**config.mk**
```make
export PLATFORM = sky130hd
export DESIGN_NAME = load_store_unit
export DESIGN_NICKNAME = d
export VERILOG_FILES = /design/src/rtl/riscv_pkg.sv /design/src/rtl/load_align.sv /design/src/rtl/load_store_unit.sv
export SDC_FILE = /design/constraint.sdc
export NUM_CORES = 1
export LEC_CHECK = 0
export BUFFER_PORTS_ARGS = -buffer_cell sky130_fd_sc_hd__buf_2
export CORE_UTILIZATION = 45
export DETAILED_ROUTE_END_ITERATION = 6
export GPL_TIMING_DRIVEN = 0
export PLACE_DENSITY = 0.74
export SYNTH_ARGS = -nofsm -noshare
export SYNTH_HDL_FRONTEND = slang
export SYNTH_SLANG_ARGS = --single-unit
```
**constraint.sdc**
```tcl
create_clock -name clk -period 3.5 [get_ports clk]
set_input_delay 0.175 -clock clk [delete_from_list [all_inputs] [get_ports clk]]
set_output_delay 0.175 -clock clk [all_outputs]
set_load 0.03 [all_outputs]
```
**src/rtl/riscv_pkg.sv**
```systemverilog
// Shared RISC-V load/store encodings, LSU state type and request-legality helpers.
package riscv_pkg;

  typedef enum logic [1:0] {
    IDLE = 2'd0,
    REQ  = 2'd1,
    DONE = 2'd2
  } lsu_state_t;

  localparam logic [2:0] F3_B  = 3'b000;
  localparam logic [2:0] F3_H  = 3'b001;
  localparam logic [2:0] F3_W  = 3'b010;
  localparam logic [2:0] F3_BU = 3'b100;
  localparam logic [2:0] F3_HU = 3'b101;

  function automatic logic f3_legal(input logic we, input logic [2:0] f3);
    if (we) return (f3 == F3_B) || (f3 == F3_H) || (f3 == F3_W);
    return (f3 == F3_B) || (f3 == F3_H) || (f3 == F3_W) || (f3 == F3_BU) || (f3 == F3_HU);
  endfunction

  // size is funct3[1:0]: 00 byte, 01 half, 10 word
  function automatic logic addr_aligned(input logic [1:0] size, input logic [1:0] lo);
    case (size)
      2'b01:   return !lo[0];
      2'b10:   return lo == 2'b00;
      default: return 1'b1;
    endcase
  endfunction

endpackage

```
**src/rtl/load_align.sv**
```systemverilog
// Selects the addressed byte/half of a memory word and sign/zero-extends it.
module load_align
  import riscv_pkg::*;
(
  input  logic [2:0]  funct3,
  input  logic [1:0]  lane,
  input  logic [31:0] word,
  output logic [31:0] data
);

  logic [7:0]  byte_sel;
  logic [15:0] half_sel;

  always_comb begin
    byte_sel = word[{lane, 3'b000} +: 8];
    half_sel = lane[1] ? word[31:16] : word[15:0];
    case (funct3)
      F3_B:    data = {{24{byte_sel[7]}}, byte_sel};
      F3_H:    data = {{16{half_sel[15]}}, half_sel};
      F3_BU:   data = {24'd0, byte_sel};
      F3_HU:   data = {16'd0, half_sel};
      default: data = word;
    endcase
  end

endmodule

```
**src/rtl/load_store_unit.sv**
```systemverilog
// Single-outstanding load/store unit: validates the access, drives one memory
// request with timeout, and returns aligned load data with a done/err pulse.
module load_store_unit
  import riscv_pkg::*;
#(
  parameter int unsigned TIMEOUT_CYCLES = 255
) (
  input  logic        clk,
  input  logic        rst,
  input  logic        req_valid,
  input  logic        req_we,
  input  logic [2:0]  funct3,
  input  logic [31:0] addr,
  input  logic [31:0] wdata,
  output logic        stall,
  output logic        done,
  output logic        err,
  output logic [31:0] rdata,
  output logic        mem_req,
  output logic        mem_we,
  output logic [31:0] mem_addr,
  output logic [3:0]  mem_be,
  output logic [31:0] mem_wdata,
  input  logic [31:0] mem_rdata,
  input  logic        mem_ack
);

  localparam int unsigned CW = (TIMEOUT_CYCLES > 1) ? $clog2(TIMEOUT_CYCLES) : 1;
  localparam logic [CW-1:0] LAST_WAIT = CW'(TIMEOUT_CYCLES - 1);

  lsu_state_t    state;
  logic [CW-1:0] wait_cnt;
  logic          we_q;
  logic [2:0]    f3_q;
  logic [1:0]    lane_q;
  logic          access_ok;
  logic [3:0]    be_next;
  logic [31:0]   wd_next;
  logic [31:0]   load_data;

  assign access_ok = f3_legal(req_we, funct3) && addr_aligned(funct3[1:0], addr[1:0]);
  assign stall     = !rst && (((state == IDLE) && req_valid) || (state == REQ));

  always_comb begin
    be_next = 4'b1111;
    wd_next = wdata;
    if (req_we) begin
      case (funct3)
        F3_B: begin
          be_next = 4'b0001 << addr[1:0];
          wd_next = {4{wdata[7:0]}};
        end
        F3_H: begin
          be_next = 4'b0011 << addr[1:0];
          wd_next = {2{wdata[15:0]}};
        end
        default: ;
      endcase
    end
  end

  load_align u_align (
    .funct3 (f3_q),
    .lane   (lane_q),
    .word   (mem_rdata),
    .data   (load_data)
  );

  always_ff @(posedge clk or posedge rst) begin
    if (rst) begin
      state     <= IDLE;
      wait_cnt  <= '0;
      we_q      <= 1'b0;
      f3_q      <= '0;
      lane_q    <= '0;
      mem_req   <= 1'b0;
      mem_we    <= 1'b0;
      mem_addr  <= '0;
      mem_be    <= '0;
      mem_wdata <= '0;
      rdata     <= '0;
      done      <= 1'b0;
      err       <= 1'b0;
    end else begin
      case (state)
        IDLE: begin
          done <= 1'b0;
          err  <= 1'b0;
          if (req_valid) begin
            we_q   <= req_we;
            f3_q   <= funct3;
            lane_q <= addr[1:0];
            if (access_ok) begin
              state     <= REQ;
              wait_cnt  <= '0;
              mem_req   <= 1'b1;
              mem_we    <= req_we;
              mem_addr  <= {addr[31:2], 2'b00};
              mem_be    <= be_next;
              mem_wdata <= wd_next;
            end else begin
              state <= DONE;
              done  <= 1'b1;
              err   <= 1'b1;
              rdata <= '0;
            end
          end
        end
        REQ: begin
          // ack is checked before the timeout so a coincident ack still succeeds
          if (mem_ack || (wait_cnt == LAST_WAIT)) begin
            state     <= DONE;
            done      <= 1'b1;
            err       <= !mem_ack;
            rdata     <= (mem_ack && !we_q) ? load_data : '0;
            mem_req   <= 1'b0;
            mem_we    <= 1'b0;
            mem_addr  <= '0;
            mem_be    <= '0;
            mem_wdata <= '0;
          end else begin
            wait_cnt <= wait_cnt + 1'b1;
          end
        end
        DONE: begin
          state <= IDLE;
          done  <= 1'b0;
          err   <= 1'b0;
        end
        default: state <= IDLE;
      endcase
    end
  end

endmodule

```
# After elaboration in Yosys (flattened, before gate mapping)
# Index checks and enable logic that the tools add are counted.
op_classes:
  addsub: 1
  n_mul: 0
  div_mod_pow: 0
  order_cmp: 0
  eq_ne: 17
  n_shift: 3
  n_mux: 47
  bitwise: 0
  reduce_logical: 26
ops:
  columns: ["cell", "n"]
  rows:
  - ["$mux 32", 10]
  - ["$pmux 32 s2", 4]
  - ["$pmux 32 s4", 1]
  - ["$shiftx 32x6->8", 1]
  - ["$mux 8", 3]
  - ["$mux 16", 1]
  - ["$mux 4", 4]
  - ["$pmux 4 s2", 2]
  - ["$pmux 8 s2", 1]
  - ["$eq 3x3->1 const B", 4]
  - ["$mux 1", 12]
  - ["$reduce_and 4->1", 3]
  - ["$add 8x1->8 const B", 1]
  - ["$eq 8x8->1 const B", 1]
  - ["$ne 2x2->1 const B", 4]
  - ["$eq 3x1->1 const B", 2]
  - ["$logic_not 3->1", 2]
  - ["$logic_or 1x1->1", 6]
  - ["$mux 2", 3]
  - ["$pmux 1 s2", 3]
  - ["$pmux 1 s3", 2]
  - ["$reduce_and 2->1", 3]
  - ["$eq 2x1->1 const B", 2]
  - ["$eq 2x2->1 const B", 2]
  - ["10 further kinds", 17]
totals:
  regBits: 120
  latch_bits: 0
  ramBits: 0
  mem_bits_ro: 0
  out_inout_bits: 105
  elab_cells: 107
  memories: 0

# Longest topological paths before layout
# Gate-level depths: netlist (run 1).
logic_depth:
  depth_word: 10
  depth_mapped: 10

# Cells and area by module
# From an unflattened synthesis (run 1), not the netlist that was laid out.
hier_totals:
  cells_unflattened: 582
  area_unflattened_um2: 6057.1
modules_own_cells:
  columns: ["mod", "instances", "cells_per_inst", "area_per_inst_um2", "seq_area_each_um2"]
  rows:
  - ["load_store_unit", 1, 464, 5296.3, 2952.8]
  - ["load_align", 1, 118, 760.7, 0.0]

# Worst setup path before layout (run 1)
# Ideal clock, no wire load.
synth_timing:
  path_kind: "reg-to-reg"
  startpoint: "reg state[0]"
  endpoint: "reg wait_cnt[4]"
  arrival_time_ns: 1.856
  t_required_ns: 3.380
  setup_slack_ns: 1.525
  stages_incl_launch_ff: 9
  period_less_slack_ns: 1.975
  path_cell_list: "dfrtp_1 inv_1 ha_1 nand2_1 o21a_1 a22oi_1 clkbuf_1 mux2i_1 nand2_1"
synth_via:
  elab_chain_cells: 3
  word_cells_on_any_way: 8
synth_rtl:
  columns: ["item", "line", "source"]
  rows:
  - ["from (decl)", "load_store_unit.sv:31", "lsu_state_t state;"]
  - ["from (signal assigned)", "load_store_unit.sv:71", "state <= IDLE;"]
  - ["from (signal assigned)", "load_store_unit.sv:94", "state <= REQ;"]
  - ["from (signal assigned)", "load_store_unit.sv:102", "state <= DONE;"]
  - ["$eq 2x1->1 / $logic_not 2->1 (equally long branches)", "load_store_unit.sv:85", "case (state)"]
  - ["$ne 2x2->1 (no line) / $reduce_bool 2->1 (equally long branches)", null, null]
  - ["$reduce_and 4->1 (no line)", null, null]
  - ["to (signal assigned)", "load_store_unit.sv:122", "wait_cnt <= wait_cnt + 1'b1;"]
  - ["to (decl)", "load_store_unit.sv:32", "logic [CW-1:0] wait_cnt;"]
# Several ways; a longest one is shown, not always the timed one.
# A chain may end at the register's enable or synchronous reset.

# Final worst setup path (run 1)
layout_timing:
  startpoint: "reg wait_cnt[0]"
  endpoint: "reg rdata[7]"
layout_via:
  elab_chain_cells: 4
layout_rtl:
  columns: ["item", "line", "source"]
  rows:
  - ["$eq 8x8->1", "load_store_unit.sv:111", "if (mem_ack || (wait_cnt == LAST_WAIT)) begin"]
  - ["$logic_or 1x1->1", "load_store_unit.sv:111", null]
  - ["$ne 2x1->1 (no line)", null, null]
  - ["$reduce_and 4->1 (no line)", null, null]
  - ["to (signal assigned)", "load_store_unit.sv:115", "rdata <= (mem_ack && !we_q) ? load_data : '0;"]
  - ["to (decl)", "load_store_unit.sv:18", "output logic [31:0] rdata,"]
# No other way between the ends.

==> metrics, run 1 <==
outcome finished, final reports clean; TritonCTS clock tree built; share of flip-flops with an asynchronous set or reset 100%; #FFs+latches synth 118; Cell variety after synth 57; WL/cell 17.6 µm; Post-synth EDFFs 0; Worst-Margin Slew just over 0.7 ns; clock root buffer clkbuf_16; ANT cells 0; worst skew pair latency 0.41 ns; Synth area leader dfrtp_1; pin count of the biggest net entering global routing 82; I/O pin cnt 209; Synth Cell Area 5800 µm²; setup TNS 0 ns; Max VDD drop 0.000430 V; core area 12600 µm²; die width 116 µm; Num CTS Buffers 17; DRC 0; count leader, synth dfrtp_1; period utilisation layout between 60 and 70%; initial core utilization ~46%; DP Worst Slack about 1.1 ns; Clock power frac 25.2%; static leakage 3.94 nW; clock sink count 118; Critical Path RT 3.81 ns; drt total wl 17600 µm; RSZ-0062 raised after global routing no; via/cell ratio 5.59; Resized cells post-CTS 0; Tot GR Track Use a little over a quarter; arrival time worst endpoint about 2.7 ns; DR iter-0 viols 375; total number of vias 5585; vias in the first global route 5267; Slew HR about 53%; PortBufs 206; post-synthesis cell count 560; final worst slack 1.09 ns; fin cells 999; hold crit path type in -> reg; Die H 116 µm; Longest Clk Path Bufs 2; PD cells 842 nW/µm²; sw frac between 40% and 50%; prevailing post-synth register cell dfrtp_1; Synth top cells by count dfrtp_1, nand2_1, a22o_1; syn avg cell area 10.4 µm²; crit start category flop; RePlAce Congestion slightly above 0.9; fmax 415 MHz; Fin. Hold Viols 0; DIE AREA ~13000 µm²; CP Capture Type flop; P_sw 0.00279 W; min Tclk post-route 2.41 ns; yosys warns 0; nets@finish 928; hold_ws 0.0269 ns; placed wire-length estimate 12600 µm; Worst Skew about 0.0087 ns; Final Max Slew Viols 0; crit path kind reg -> reg; H-tree levels 4; final setup vio count 0; FP Rows 41; Inst Count DP between 900 and 1k; initial antenna violation count 0; Worst-path clk slew 0.05 ns; first drt pass iteration count 5; CP max FO 10; cell-internal power 0.00390 W; Synth top area share 50.9%; share of layout cells above drive strength 1 33.6%; post-route ant nets 0; final design utilization roughly 63%; max-cap viol count 0; Area contributors post-synth dfrtp_1, a22o_1, nand2_1; Reg power frac 30.8%; sequential area share after synthesis 50.9%; combinational power share 44.0%; first-pass GRT wire length around 27000 µm; gr ovfl total 0; area grow syn2layout 37.0%
-- critical path: stages (launching register included) --
cell      delay, ns
dfrtp_1        0.41
inv_1          0.11
ha_1           0.17
nand3_1        0.16
o31ai_2        0.43
o211ai_2       0.36
clkbuf_1       0.34
o31ai_1        0.32
-- path summary, 6_finish.rpt --
path / start / endpoint / slack [ns] / cells past startpoint
hold / removal: addr[31] / mem_addr[31] / 0.03 / 2
min in group asynchronous: rst / err / 0.31 / 3
setup / recovery: wait_cnt[0] / rdata[7] / 1.09 / 7
setup reg to reg: wait_cnt[0] / rdata[7] / 1.09 / 7
max in group asynchronous: rst / mem_addr[7] / 2.45 / 4
hold reg to reg: rdata[25] / rdata[25] / 0.47 / 2
-- layout make-up --
cell class	count	area [µm²]
multi-input cells	381	2570
repair buffers	236	1350
flip-flops and latches	118	2950
clock buffers	21	470
plain buffers	45	219
inverters	17	68.8
clock inverters	9	103
well taps	172	215
fillers	1034	4620
-- cell families (layout without fill, tap and decap cells) --
logic type / count (synthesis) / in the layout / synth area share [%]
compound gates: 198 / 198 / 26.5
simple gates: 153 / 153 / 12.3
flops: 118 / 118 / 50.9
buf+inv: 62 / 328 / 4.88
mux: 20 / 20 / 3.56
fa+ha+maj: 8 / 8 / 1.73
other cells: 1 / 2 / 0.0647
-- routing by layer --
| layer | track usage [%] | up-vias | wire length, µm |
|---|---|---|---|
| met5 | 0 | - | 0 |
| met3 | 6.22 | 34 | 1120 |
| met2 | 42.4 | 232 | 8430 |
| met1 | 34.4 | 2724 | 7600 |
| met4 | 10.9 | 0 | 425 |
| li1 | - | 2595 | - |
-- placed cells by master, fill, tap and decap left out, drive strengths merged, types with 7 or more instances in the layout --
master	instances
o31ai	20
nor2	33
a22o	50
nand2	73
a21oi	10
buf	227
a22oi	17
ha	8
o21ai	39
nand3	7
nor3	11
dlygate4sd3	29
o221ai	13
dfrtp	118
o2bb2ai	18
inv	17
mux2i	15
a31oi	11
clkbuf	46
-- power by group through the flow --
stage | Clock [W] | Sequential, W | Combinational, W
after CTS | 0.00171 | 0.00206 | 0.00293
after detailed placement | 0 | 0.00208 | 0.00289
after floorplan | 0 | 0.00281 | 0.00128
after global placement | 0 | 0.00205 | 0.00283
after global routing | 0.00178 | 0.00211 | 0.00315
final | 0.00169 | 0.00206 | 0.00294
-- state kept, by name, summed over array words and instances, names as in the netlist --
register   count
lane_q         2
state          2
mem_addr      30
mem_we         1
err            1
mem_req        1
f3_q           3
mem_wdata     32
mem_be         4
done           1
we_q           1
wait_cnt       8
rdata         32
-- stage by stage --
stage	total power [W]	area [µm²]
after global placement	0.00488	7050
after global routing	0.00704	7950
after floorplan	0.00409	5800
after detailed placement	0.00496	7080
after CTS	0.00670	7950
final	0.00669	7950
-- repair_timing --
item / 4_1_cts / 5_1_grt
hold buffers: 29 / 0
buffers inserted: 0 / 0
hold endpoints to repair: 65 / 0
No activity file was read; power rests on OpenSTA's default activity.
==> run 2, diff against run 1 <==
clock period = 2.1 ns   (was 3.5 ns; I/O delays follow)
==> run 2 against run 1 <==
  * Die area is the same
  * Largest cell class unchanged
  * Via count up 4.2%
  * Critical path type unchanged
  * Sequential power grew 67%
==> metrics, run 2 (synthesis results as in run 1) <==
worst flop-to-flop path startpoint state[1] (was wait_cnt[0]); Worst-Margin Slew 0.741 ns (was 0.705 ns); CP cell instances inv_2 -> ha_4 -> nor2b_1 -> o31ai_4 -> nand3b_4 -> buf_1 -> a22o_1 (was inv_1 -> ha_1 -> nand3_1 -> o31ai_2 -> o211ai_2 -> clkbuf_1 -> o31ai_1); hold crit path type in -> reg (unchanged); post-route ant nets 0 (unchanged); max-cap viol count 0 (unchanged); outcome finished, final reports clean (unchanged); share of layout cells above drive strength 1 36.2% (was 33.6%); R2R Setup Slk 0.04 ns (was 1.09 ns); TritonCTS clock tree built (unchanged); startpoint of the worst hold path mem_rdata[8] (was addr[31]); met2 global-route usage 42.8% (was 42.4%); CP bufs+invs 2 (unchanged); Fin. Hold Viols 0 (unchanged); setup TNS 0 ns (unchanged); Tot GR Track Use 27.0% (was 26.4%); crit path kind reg -> reg (unchanged); M1 GR Usage 35.8% (was 34.4%); PortBufs 206 (unchanged); H-tree levels 4 (unchanged); period utilisation layout 97.9% (was 68.8%); Critical Path RT 2.44 ns (was 3.81 ns); Fillers 932 (was 1034); CP max FO 10 (unchanged); fin cells 1039 (was 999); clock root buffer clkbuf_16 (unchanged); worst skew pair latency 0.41 ns (about the same); Placed Instance Area 7110 µm² (was 7080 µm²); vias in the first global route 5521 (was 5267); CP Capture Type flop (unchanged); placed wire-length estimate 12600 µm (about the same); FP Rows 41 (unchanged); Die H 116 µm (unchanged); R2R depth 7 (unchanged); Endpoint, Worst Hold rdata[8] (was mem_addr[31]); nets@finish 966 (was 928); Final Max Slew Viols 0 (unchanged); final setup vio count 0 (unchanged); DR iter-0 viols 434 (was 375); commonest non-fill, non-tap cell in the layout buf_2 (unchanged); first-pass GRT wire length 27700 µm (was 26800 µm); first drt pass iteration count 5 (unchanged); ANT cells 0 (unchanged); final worst slack 0.0435 ns (was 1.09 ns); CP peak stage delay 0.39 ns (was 0.43 ns); DRC 0 (unchanged); cell area after layout 8530 µm² (was 7950 µm²); worst reg2reg endpoint mem_addr[14] (was rdata[7]); hold_ws 0.0253 ns (was 0.0269 ns); largest registers mem_wdata: 32 flops, rdata: 32 flops, mem_addr: 30 flops (unchanged); crit start category flop (unchanged); core area 12600 µm² (unchanged); I/O pin cnt 209 (unchanged); drt total wl 18300 µm (was 17600 µm); WL/cell 17.6 µm (about the same); Inst Count DP 942 (was 940); static leakage 4.18 nW (was 3.94 nW); initial antenna violation count 0 (unchanged); Top delay family on crit path buffers and inverters (was compound AO/OA/AOI/OAI gates); arrival time worst endpoint 2.40 ns (was 2.72 ns); gr ovfl total 0 (unchanged); PD cells 1380 nW/µm² (was 842 nW/µm²); fmax 486 MHz (was 415 MHz); Worst-path clk slew 0.06 ns (was 0.05 ns); min Tclk post-route 2.06 ns (was 2.41 ns); slowest CP cell dfrtp_1 (was o31ai_2); met3 Track Usage GR 5.60% (was 6.22%); Longest Clk Path Bufs 2 (unchanged); Slew HR 50.6% (was 53.0%); DIE AREA 13300 µm² (unchanged); die width 116 µm (unchanged); via/cell ratio 5.60 (was 5.59); pin count of the biggest net entering global routing 37 (was 82); worst hold path depth 3 (was 2); Max VDD drop 0.000888 V (was 0.000430 V); DP Worst Slack -0.285 ns (was 1.06 ns); Worst Skew 0.00685 ns (was 0.00869 ns); clock sink count 118 (unchanged); commonest cells after routing, fill and taps aside buf_2, dfrtp_1, nand2_1 (unchanged); Num CTS Buffers 17 (unchanged); RePlAce Congestion 0.906 (was 0.922); initial core utilization 46.1% (unchanged); total number of vias 5817 (was 5585); area grow syn2layout 47.1% (was 37.0%); busiest metal layer after global routing met2 (unchanged)
## run 2: cell count changes in the layout (fill, tap and decap cells not counted), moves of 3 or more
| cell | change |
|---|---|
| buf_4 | +10 |
| dlygate4sd3_1 | +29 |
| buf_12 | +3 |
| ha_1 | -3 |
| clkbuf_1 | -12 |
| o31ai_1 | -3 |
| clkbuf_2 | +5 |
## run 2: worst max path at each step
stage	from	end	slack, ns	cells after the start
global route	state[1]	mem_wdata[31]	-0.09	7
CTS	wait_cnt[0]	mem_addr[2]	0.01	8
finish	state[1]	mem_addr[14]	0.04	7
detailed placement	wait_cnt[0]	rdata[7]	-0.29	7
global placement	wait_cnt[0]	rdata[7]	-0.22	7
floorplan	state[0]	wait_cnt[4]	0.12	8
## run 2: routing by layer
layer	vias to the layer above	share of wire (%)
met5	-	0
met2	282	48
met3	46	6.4
li1	2670	-
met1	2819	43
met4	0	2.7
## run 2: worst register-to-register path, stage by stage, from the launching register on
cell	delay [ns]
dfrtp_1	0.39
inv_2	0.11
ha_4	0.19
nor2b_1	0.32
o31ai_4	0.17
nand3b_4	0.17
buf_1	0.40
a22o_1	0.23
## run 2: final cells by class
type,instances,area (µm²),area share (%)
Multi-Input combinational cell,381,2670,31.3
Timing Repair Buffer,274,1730,20.2
Sequential cell,118,2950,34.6
Buffer,45,250,2.93
Clock buffer,21,480,5.63
Clock inverter,11,170,1.99
Tap cell,172,215,2.52
Inverter,17,67.6,0.792
## run 2: through the flow
stage          power [W]  utilization, %
6_report          0.0117            67.9
5_1_grt           0.0123            67.9
4_1_cts           0.0116            66.9
3_5_place_dp     0.00826            56.6
3_3_place_gp     0.00813            56.1
2_1_floorplan    0.00681               -
## run 2: where the power goes
group	leakage, nW	internal (W)	switching [W]
Sequential	1.53	0.00300	0.000451
Combinational	2.34	0.00186	0.00329
Clock	0.312	0.00211	0.00104
## run 2: what timing repair did
| action | 4_1_cts | 5_1_grt |
|---|---|---|
| endpoints found under the hold margin | 82 | 0 |
| gates cloned | 0 | 0 |
| resized for setup | 17 | 33 |
| pin swaps | 1 | 3 |
| hold buffers | 58 | 0 |
| buffers inserted | 0 | 7 |
| setup endpoints to repair | 88 | 91 |
==> run 3, diff against run 2 <==
CAP_MARGIN = 20   (was unset)
CORE_ASPECT_RATIO = 1.75   (was unset)
==> run 3 against run 2 <==
  * Routed wire length increased by 3.7%
  * Hold slack got worse by 0.013 ns
  * Sequential power about the same
  * Total power decreased by 0.75%
  * Cell count decreased by 0.48%
  * Count of clock-buffer cells in the layout decreased by 4
  * Critical path depth unchanged
  * Critical path type unchanged
  * Critical endpoint is now rdata[30]
  * Largest cell class unchanged
  * Highest routed layer unchanged
==> metrics, run 3 (synthesis results as in run 1) <==
worst reg2reg endpoint rdata[30] (was mem_addr[14]); post-route ant nets 0 (unchanged); Final Max Slew Viols 0 (unchanged); arrival time worst endpoint 2.31 ns (was 2.40 ns); TritonCTS clock tree built (unchanged); DRC 0 (unchanged); setup TNS 0 ns (unchanged); combinational power share 44.3% (was 43.8%); Inst Count DP 937 (was 942); fin cells 1034 (was 1039); placed wire-length estimate 13200 µm (was 12600 µm); Longest Clk Path Bufs 2 (unchanged); Num CTS Buffers 17 (unchanged); Slew HR 40.4% (was 50.6%); sw frac 42.3% (was 40.6%); final setup vio count 0 (unchanged); P_sw 0.00493 W (was 0.00477 W); met3 Track Usage GR 6.23% (was 5.60%); CP max FO 10 (unchanged); commonest cells after routing, fill and taps aside buf_2, dfrtp_1, nand2_1 (unchanged); outcome finished, final reports clean (unchanged); gr ovfl total 0 (unchanged); met2 global-route usage 52.6% (was 42.8%); R2R depth 7 (unchanged); PortBufs 206 (unchanged); crit path kind reg -> reg (unchanged); Die H 152 µm (was 116 µm); share of layout cells above drive strength 1 35.9% (was 36.2%); worst skew pair latency 0.41 ns (about the same); Clock power frac 26.2% (was 26.8%); clock sink count 118 (unchanged); worst flop-to-flop path startpoint state[1] (unchanged); first-pass GRT wire length 30100 µm (was 27700 µm); via/cell ratio 5.62 (was 5.60); hold_ws 0.0126 ns (was 0.0253 ns); largest registers mem_wdata: 32 flops, rdata: 32 flops, mem_addr: 30 flops (unchanged); busiest metal layer after global routing met2 (unchanged); die width 87.8 µm (was 116 µm); Worst-path clk slew 0.06 ns (about the same); Max VDD drop 0.000737 V (was 0.000888 V); clock root buffer clkbuf_16 (unchanged); min Tclk post-route 2.00 ns (was 2.06 ns); startpoint of the worst hold path wdata[9] (was mem_rdata[8]); R2R Setup Slk 0.1 ns (was 0.04 ns); Multi-input gate area 2670 µm² (about the same); Fin. Hold Viols 0 (unchanged); area grow syn2layout 46.2% (was 47.1%); Worst-Margin Slew 0.892 ns (was 0.741 ns); H-tree levels 4 (unchanged); max-cap viol count 0 (unchanged); WL/cell 18.3 µm (was 17.6 µm); crit start category flop (unchanged); core area 12500 µm² (was 12600 µm²); Worst Skew 0.0115 ns (was 0.00685 ns); static leakage 4.17 nW (was 4.18 nW); commonest non-fill, non-tap cell in the layout buf_2 (unchanged); initial antenna violation count 0 (unchanged); fmax 499 MHz (was 486 MHz); DR iter-0 viols 329 (was 434); vias in the first global route 6046 (was 5521); DIE AREA 13400 µm² (was 13300 µm²); Reg power frac 29.6% (was 29.4%); Critical Path RT 2.41 ns (was 2.44 ns); worst hold path depth 3 (unchanged); pin count of the biggest net entering global routing 43 (was 37); first drt pass iteration count 5 (unchanged); total number of vias 5813 (was 5817); M1 GR Usage 30.8% (was 35.8%); FP Rows 54 (was 41); CP Capture Type flop (unchanged); ANT cells 0 (unchanged); Tot GR Track Use 29.3% (was 27.0%); hold crit path type in -> reg (unchanged); RePlAce Congestion 0.923 (was 0.906); Fillers 965 (was 932); nets@finish 965 (was 966); register area 2950 µm² (unchanged); cell-internal power 0.00673 W (was 0.00698 W); Endpoint, Worst Hold mem_wdata[9] (was rdata[8]); initial core utilization 46.4% (was 46.1%); PD cells 1380 nW/µm² (about the same); RSZ-0062 raised after global routing yes; I/O pin cnt 209 (unchanged); period utilisation layout 95.5% (was 97.9%); drt total wl 19000 µm (was 18300 µm)
run 3: metal layers:
metal  wire (µm)  vias up
li1            -     2676
met1        6790     2769
met2       10100      289
met3        1070       79
met4         965        0
met5           0        -
run 3: cell type report:
| type | count | area share (%) |
|---|---|---|
| Sequential cell | 118 | 34.8 |
| Multi-Input combinational cell | 382 | 31.4 |
| Timing Repair Buffer | 274 | 20.3 |
| Clock buffer | 17 | 5.02 |
| Buffer | 43 | 2.92 |
| Tap cell | 168 | 2.48 |
| Clock inverter | 15 | 2.24 |
| Inverter | 17 | 0.797 |
run 3: per-stage QoR:
step / total power (W) / utilization, % / worst slack [ns] / instance area, µm²
floorplan: 0.00681 / - / 0.125 / 5810
global placement: 0.00814 / 56.4 / -0.234 / 7050
detailed placement: 0.00828 / 56.7 / -0.327 / 7090
CTS: 0.0115 / 67.0 / 0.00227 / 8380
global route: 0.0123 / 67.8 / -0.0379 / 8480
finish: 0.0117 / 67.8 / 0.0951 / 8480
run 3: timing repair:
item                                    CTS  global route
endpoints found under the hold margin    96             1
resized for setup                        17            32
pin swaps                                 5             1
cloned                                    0             1
hold buffers                             60             1
endpoints found under the setup margin  100            88
buffers inserted                          2             3
run 3: worst max-delay path: stages (launching register included):
cell and delay (ns):
dfrtp_1 0.38, inv_1 0.12, ha_4 0.19, nand2_1 0.07, or2_2 0.30, a211o_4 0.36, buf_2 0.20, o31ai_1 0.27
run 3: how the worst max path moves through the flow:
stage,slack [ns],startpoint,endpoint,cells past startpoint
2_1_floorplan,0.12,state[0],wait_cnt[4],8
3_3_place_gp,-0.23,state[0],wait_cnt[4],8
3_5_place_dp,-0.33,state[0],wait_cnt[4],8
4_1_cts,0.002,wait_cnt[0],wait_cnt[2],7
5_1_grt,-0.04,state[1],rdata[31],8
6_report,0.1,state[1],rdata[30],7
run 3: power by group through the flow:
stage               Sequential [W]  Clock [W]  Combinational (W)
floorplan                  0.00469          0            0.00213
global placement           0.00342          0            0.00472
detailed placement         0.00345          0            0.00483
CTS                        0.00343    0.00309            0.00501
global route               0.00353    0.00322            0.00550
finish                     0.00345    0.00305            0.00516
